[src/rtl/zld_b_pkg.sv]
// Shared constants for the 7->8 bit zero run-length codec.
// The encoder and decoder both import this package.
package zld_b_pkg;

  localparam int ZL_TOK_W   = 8;
  localparam int ZL_DAT_W   = 7;
  localparam int ZL_RUN_BIT = 7;

  localparam logic ZL_LIT = 1'b0;
  localparam logic ZL_RUN = 1'b1;

  typedef enum logic {
    ST_IDLE = 1'b0,
    ST_RUN  = 1'b1
  } zl_state_e;

  function automatic logic zl_is_run(input logic [ZL_TOK_W-1:0] tok);
    return tok[ZL_RUN_BIT] == ZL_RUN;
  endfunction

endpackage

[src/rtl/zld_run_ctr.sv]
// Loadable down-counter tracking the zeros still owed by a run token.
// Decrement stops at zero, so the count never wraps.
module zld_run_ctr #(
  parameter int W = 7
) (
  input  logic         clock,
  input  logic         reset,
  input  logic         load,
  input  logic [W-1:0] load_val,
  input  logic         dec,
  output logic         is_one,
  output logic         is_zero
);

  logic [W-1:0] cnt_d;
  logic [W-1:0] cnt_q;

  // next count: load wins over decrement
  always_comb begin
    cnt_d = cnt_q;
    if (load) begin
      cnt_d = load_val;
    end else if (dec && (cnt_q != '0)) begin
      cnt_d = cnt_q - W'(1);
    end else begin
      cnt_d = cnt_q;
    end
  end

  // count register
  always_ff @(posedge clock or negedge reset) begin
    if (!reset) begin
      cnt_q <= '0;
    end else begin
      cnt_q <= cnt_d;
    end
  end

  assign is_one  = (cnt_q == W'(1));
  assign is_zero = (cnt_q == '0);

endmodule

[src/rtl/zld_b.sv]
// Zero run-length decoder: expands literal and zero-run tokens into a
// registered 7-bit word stream with valid/backpressure on both sides.
module zld_b
  import zld_b_pkg::*;
#(
  parameter int Wi = ZL_TOK_W,
  parameter int Wo = ZL_DAT_W
) (
  input  logic          clock,
  input  logic          reset,
  input  logic [Wi-1:0] i_d,
  input  logic          i_v,
  output logic          i_b,
  output logic [Wo-1:0] o_d,
  output logic          o_v,
  input  logic          o_b
);

  zl_state_e     state_d, state_q;
  logic [Wo-1:0] o_d_d, o_d_q;
  logic          o_v_d, o_v_q;
  logic          adv;
  logic [Wo-1:0] field;
  logic          ctr_load, ctr_dec, ctr_one, ctr_zero;

  assign field = i_d[Wo-1:0];

  zld_run_ctr #(.W(Wo)) u_ctr (
    .clock    (clock),
    .reset    (reset),
    .load     (ctr_load),
    .load_val (field),
    .dec      (ctr_dec),
    .is_one   (ctr_one),
    .is_zero  (ctr_zero)
  );

  // token acceptance, run sequencing and output-slot refill
  always_comb begin
    adv      = !o_v_q || !o_b;
    state_d  = state_q;
    o_d_d    = o_d_q;
    o_v_d    = o_v_q;
    i_b      = 1'b1;
    ctr_load = 1'b0;
    ctr_dec  = 1'b0;
    case (state_q)
      ST_IDLE: begin
        i_b = !adv;
        if (i_v && adv) begin
          o_v_d = 1'b1;
          if (!zl_is_run(i_d)) begin
            o_d_d = field;
          end else begin
            o_d_d = '0;
            // a zero field is a run of one: fully emitted right now
            if (field != '0) begin
              ctr_load = 1'b1;
              state_d  = ST_RUN;
            end else begin
              state_d  = ST_IDLE;
            end
          end
        end else if (adv) begin
          o_v_d = 1'b0;
        end else begin
          o_v_d = o_v_q;
        end
      end
      ST_RUN: begin
        i_b = 1'b1;
        if (adv) begin
          o_d_d   = '0;
          o_v_d   = 1'b1;
          ctr_dec = !ctr_zero;
          if (ctr_one || ctr_zero) begin
            state_d = ST_IDLE;
          end else begin
            state_d = ST_RUN;
          end
        end else begin
          state_d = ST_RUN;
        end
      end
      default: begin
        state_d = ST_IDLE;
        o_v_d   = 1'b0;
      end
    endcase
  end

  // state and output registers
  always_ff @(posedge clock or negedge reset) begin
    if (!reset) begin
      state_q <= ST_IDLE;
      o_d_q   <= '0;
      o_v_q   <= 1'b0;
    end else begin
      state_q <= state_d;
      o_d_q   <= o_d_d;
      o_v_q   <= o_v_d;
    end
  end

  assign o_d = o_d_q;
  assign o_v = o_v_q;

endmodule

[config.mk]
export PLATFORM = sky130hd
export DESIGN_NAME = zld_b
export DESIGN_NICKNAME = d
export VERILOG_FILES = /design/src/rtl/zld_b_pkg.sv /design/src/rtl/zld_run_ctr.sv /design/src/rtl/zld_b.sv
export SDC_FILE = /design/constraint.sdc
export NUM_CORES = 1
export LEC_CHECK = 0
export ABC_AREA = 1
export CORE_MARGIN = 4
export CORE_UTILIZATION = 39
export DETAILED_ROUTE_END_ITERATION = 7
export DONT_BUFFER_PORTS = 1
export HOLD_SLACK_MARGIN = 0.12
export SLEW_MARGIN = 20
export SYNTH_ARGS = -nofsm -noshare
export SYNTH_HDL_FRONTEND = slang
export SYNTH_SLANG_ARGS = --single-unit
[constraint.sdc]
create_clock -name clock -period 2.2 [get_ports clock]
set_input_delay 0.44 -clock clock [delete_from_list [all_inputs] [get_ports clock]]
set_output_delay 0.44 -clock clock [all_outputs]
set_load 0.005 [all_outputs]
==> results of run 1 <==
-- repair_timing --
item | in CTS | in global routing
setup endpoints to repair | 0 | 0
setup buffers | 0 | 0
hold buffers | 1 | 0
hold endpoints to repair | 16 | 0
-- cell type report --
cell class	count	area, sq um	area share (%)
multi-input cells	88	493	48.0
inverters	13	51.3	5.00
clock buffers	4	36.3	3.54
well taps	28	35.0	3.41
flip-flops and latches	16	400	39.0
repair buffers	1	10.0	0.976
-- logic make-up (layout without fill, tap and decap cells) --
kind of cell,Yosys count,count (layout),share of synthesized area (%)
xor gates and xnor gates,3,3,2.78
DFF,16,16,42.4
AOI/OAI and AO/OA,11,11,8.08
buffers and inverters,13,18,5.43
adders and majority gates,3,3,3.97
and+or+nand+nor,71,71,37.4
-- metal layers --
| metal | global-route usage, % | wire [um] | up-vias |
|---|---|---|---|
| li1 | - | - | 401 |
| met1 | 18.9 | 977 | 365 |
| met2 | 21.2 | 899 | 20 |
| met3 | 4.98 | 118 | 2 |
| met4 | 3.97 | 19 | 0 |
| met5 | 0 | 0 | - |
-- cells in the mapped netlist (2+ instances only) --
library cell	number	area share, %
xnor2_1	2	1.9
nand2_1	30	12
ha_1	3	4.0
o21ai_0	8	4.2
nand2_2	4	2.6
nand4_1	3	2.0
nand3_1	24	13
inv_1	11	4.4
dfrtp_1	16	42
nor2_4	3	3.6
nor2_1	4	1.6
-- final timing paths --
check | start | to | slack, ps | cells after the start
setup / recovery | u_ctr.cnt_q[0]$_DFFE_PN0P_ | u_ctr.cnt_q[2]$_DFFE_PN0P_ | 740 | 7
hold reg to reg | o_d[2]$_DFFE_PN0P_ | o_d[2]$_DFFE_PN0P_ | 520 | 2
min in group asynchronous | reset | o_d[2]$_DFFE_PN0P_ | 650 | 1
max in group asynchronous | reset | o_v$_DFFE_PN0P_ | 1090 | 1
hold / removal | i_d[7] | o_d[2]$_DFFE_PN0P_ | 240 | 1
setup reg to reg | u_ctr.cnt_q[0]$_DFFE_PN0P_ | u_ctr.cnt_q[2]$_DFFE_PN0P_ | 740 | 7
-- flip-flops by register name (all words and copies together) (netlist names) --
name / cells
u_ctr.cnt_q: 7
state_q: 1
o_d: 7
o_v: 1
-- through the flow --
| step | setup slack, ps | std cells | instance area, sq um |
|---|---|---|---|
| floorplan | 922 | 117 | 945 |
| global placement | 837 | 145 | 980 |
| detailed placement | 746 | 145 | 980 |
| CTS | 730 | 150 | 1030 |
| global route | 598 | 150 | 1030 |
| finish | 743 | 150 | 1030 |
-- critical path, cell delays in order, from the launching register on --
cell	delay, ps
dfrtp_1	400
inv_1	150
ha_1	210
nand2_2	80
o21bai_4	260
inv_4	70
nand2_1	70
nand3_1	80
-- power breakdown --
| group | internal [mW] | switching (mW) | total (mW) |
|---|---|---|---|
| combinational | 0.234 | 0.352 | 0.586 |
| clock | 0.101 | 0.0953 | 0.196 |
| sequential | 0.398 | 0.128 | 0.526 |
| total | 0.733 | 0.575 | 1.31 |
-- cells in the final DEF (no fill, tap or decap), types with 2 or more instances in the layout --
cell      instances
nand2_1          30
nand3_1          24
dfrtp_1          16
inv_1            11
o21ai_0           8
nand2_2           4
nor2_1            4
nor2_4            3
nand4_1           3
ha_1              3
clkbuf_4          3
xnor2_1           2
==> impl_metrics.toml, run 1 <==
[die]
start_util_pct = 41.9
num_rows = 17
pin_count = 21
coreArea_sq_mm = 0.00225
die_w_um = 57.2
dieHeight_um = 57.2
die-area_sq_mm = 0.00327

[clock_tree]
htree_num_levels = 1
cts.path.max_buffers = 2
numCtsBuffers = 3
clk_latency_ps = 290
cts.repair.resized = 0
numClockSinks = 16
cts_tree = "done"
root_buffer = "clkbuf_4"
clk_pin_slew_worst_paths_ps = 100

[sta]
drv_slew = 0
rsz0062_at_grt = "false"
final-setup-viol-count = 0
slew-limit-headroom_pct = 50.5
fin_skew_ps = 1.61
hold_viol = 0
finalCritPeriodShare_pct = 66.2
tightest_slew_ps = 741
hold_ws_ps = 239
fmax_ghz = 0.686
final.min_clock_period_ps = 1460
setup_tns_ps = 0

[synth]
syn_nets = 132
ys.flop_type = "dfrtp_1"
avgSynthCellArea_sq_um = 8.07
synth-edff-count = 0
synth_cell_types = 20
yosysSeqAreaShare_pct = 42.4
ys_ff_latch = 16
netlist_instances = 117
async_flop_share_pct = 100
synth_warnings = 0
netlist_area_sq_um = 945

[routing]
postRouteAntennaNets = 0
avgViaCountPerCell = 5.25
vias = 788
wl_um = 2020
drtPass1Iterations = 6
wire_per_inst_um = 13.4
drt_iter0_drc = 20
drc = 0

[power_and_ir_drop]
ir_drop_mv = 0.679
p_leak_nw = 0.494
p_per_area_mw_per_mm2 = 1280
totalPowerFinal_mw = 1.31

[place]
dp_hpwl_um = 1570
gp_congestion = 0.885
port_buffers = 0

[layout]
layout.nets = 138
fin_util_pct = 45.5
num_antenna_cells = 0
drive_gt1_share_pct = 13.9
fillCellCount = 231
area_growth_pct = 8.61

[worst_setup_path]
worstSetupEndpointType = "register"
crit_type = "reg2reg"
worstPathRequired_ps = 2370
critPathArrivalTime_ps = 1630
cp-start-kind = "register"
cp_max_fo = 10

[min_path]
min_path_type = "in2reg"

[grt]
grt_start_max_net_pins = 17
grt_use_total_pct = 14.0
grt-ovfl-total = 0
first_global_vias = 765
grt_pass1_wl_um = 3620
antenna_found_initial = 0

[job]
max-cap-violations = 0

[outcome]
status = "finished clean"
Power figures use the tool's default switching activity.
==> inputs of run 2 (changes only) <==
==> constraint.sdc (replaced) <==
create_clock -name clock -period 1.3 [get_ports clock]
set_input_delay 0.26 -clock clock [delete_from_list [all_inputs] [get_ports clock]]
set_output_delay 0.26 -clock clock [all_outputs]
set_load 0.005 [all_outputs]
==> impl_metrics.toml, run 2 (same netlist as run 1, synthesis figures left out) <==
[routing]
drt_iter0_drc = 23
vias = 865
postRouteAntennaNets = 0
drc = 0
wl_um = 2300
drtPass1Iterations = 5
wire_per_inst_um = 13.6
avgViaCountPerCell = 5.12

[min_path]
hold-path-endpoint = "u_ctr.cnt_q[5]$_DFFE_PN0P_"
min_path_type = "in2reg"
min_path_cells = 2
hold_start = "i_d[5]"

[worst_setup_path]
max_stage_delay_ps = 410
r2r_cells = 6
rr_endpoint = "state_q$_DFF_PN0_"
reg2reg_slack_ps = 50
path_cells = "nand2_2, nand3_2, nor2_4, nand2_2, buf_4, nand2_1"
crit_type = "reg2reg"
r2r-start = "o_v$_DFFE_PN0P_"
worstPathRequired_ps = 1530
crit_buf_inv = 1
cp-start-kind = "register"
cp_max_fo = 6
cp_common_cell = "nand2_2"
crit_family = "simple AND/OR/NAND/NOR gates"
critPathSlowestCell = "dfrtp_1"
worstSetupEndpointType = "register"
critPathArrivalTime_ps = 1480

[layout]
layout.nets = 157
area_growth_pct = 29.3
final_cell_mix = "nand2_1 (26), nand3_1 (24), dfrtp_1 (16), buf_4 (16), inv_1 (9)"
num_antenna_cells = 0
fin_area_sq_mm = 0.00122
drive_gt1_share_pct = 31.2
layout_commonest_cell = "nand2_1"

[die]
die-area_sq_mm = 0.00327
start_util_pct = 41.9
coreArea_sq_mm = 0.00225
dieHeight_um = 57.2
pin_count = 21
num_rows = 17
die_w_um = 57.2

[sta]
fmax_ghz = 0.802
slew-limit-headroom_pct = 49.7
tightest_slew_ps = 753
rsz0062_at_grt = "true"
hold_viol = 0
hold_ws_ps = 126
final.min_clock_period_ps = 1250
fin_skew_ps = 6.46
drv_slew = 0
final-setup-viol-count = 0
finalCritPeriodShare_pct = 95.9

[clock_tree]
clk_pin_slew_worst_paths_ps = 100
cts_tree = "done"
clk_latency_ps = 290
root_buffer = "clkbuf_4"
htree_num_levels = 1
numCtsBuffers = 3
numClockSinks = 16
cts.path.max_buffers = 2

[job]
max-cap-violations = 0

[grt]
grt_start_max_net_pins = 17
first_global_vias = 824
grt_use_total_pct = 14.3
grt-ovfl-total = 0
grt_pass1_wl_um = 3720
antenna_found_initial = 0

[place]
gp_congestion = 0.820
dp_hpwl_um = 1620
place_area_sq_mm = 0.00105
port_buffers = 0

[power_and_ir_drop]
ir_drop_mv = 1.14
p_leak_nw = 0.595
p_per_area_mw_per_mm2 = 2210

[outcome]
status = "finished clean"
-- run 2: worst max-delay path by stage --
| stage | to | slack [ps] | depth (start not counted) | from |
|---|---|---|---|---|
| after floorplan | u_ctr.cnt_q[1]$_DFFE_PN0P_ | 20 | 6 | u_ctr.cnt_q[0]$_DFFE_PN0P_ |
| after global placement | u_ctr.cnt_q[1]$_DFFE_PN0P_ | 10 | 6 | u_ctr.cnt_q[1]$_DFFE_PN0P_ |
| after detailed placement | u_ctr.cnt_q[1]$_DFFE_PN0P_ | -30 | 6 | u_ctr.cnt_q[0]$_DFFE_PN0P_ |
| after CTS | u_ctr.cnt_q[2]$_DFFE_PN0P_ | 8 | 7 | u_ctr.cnt_q[0]$_DFFE_PN0P_ |
| after global routing | u_ctr.cnt_q[4]$_DFFE_PN0P_ | -30 | 6 | o_v$_DFFE_PN0P_ |
| final | state_q$_DFF_PN0_ | 50 | 6 | o_v$_DFFE_PN0P_ |
-- run 2: layout make-up --
type                    count  area [sq um]
flip-flops and latches     16           400
repair buffers             18           140
inverters                  13          51.3
clock buffers               4          36.3
fillers                   218          1030
well taps                  28          35.0
multi-input cells          90           558
-- run 2: worst register-to-register path, cell delays in order (launching register included) --
cell and delay, ps:
dfrtp_1 410, nand2_2 110, nand3_2 90, nor2_4 230
nand2_2 140, buf_4 160, nand2_1 60
-- run 2: metrics by stage --
stage	util, %	setup slack [ps]	std cells	total power [mW]	setup TNS (ps)
2_1_floorplan	-	22.5	117	1.67	0
3_3_place_gp	46.8	12.1	155	2.05	0
3_5_place_dp	46.8	-27.7	155	2.06	-133
4_1_cts	50.2	7.83	163	2.49	0
5_1_grt	54.2	-27.8	169	2.93	-67.7
6_report	54.2	53.6	169	2.70	0
-- run 2: power breakdown --
part,total [mW],internal [mW],switching [mW]
logic,1.52,0.716,0.809
clock network,0.336,0.171,0.165
registers,0.844,0.675,0.169
total,2.70,1.56,1.14
-- run 2: repair_timing --
action | 4_1_cts | 5_1_grt
setup buffers | 1 | 5
endpoints found under the hold margin | 17 | 0
pin swaps | 1 | 3
resized for setup | 2 | 10
hold buffers | 2 | 0
setup endpoints to repair | 7 | 8
gates cloned | 1 | 1
-- run 2: per-layer routing --
layer	vias to the layer above	global-route usage, %	part of all wire [%]
li1	436	-	-
met2	17	22.0	46
met4	0	3.97	0.83
met5	-	0	0
met1	410	19.2	48
met3	2	4.52	5.1
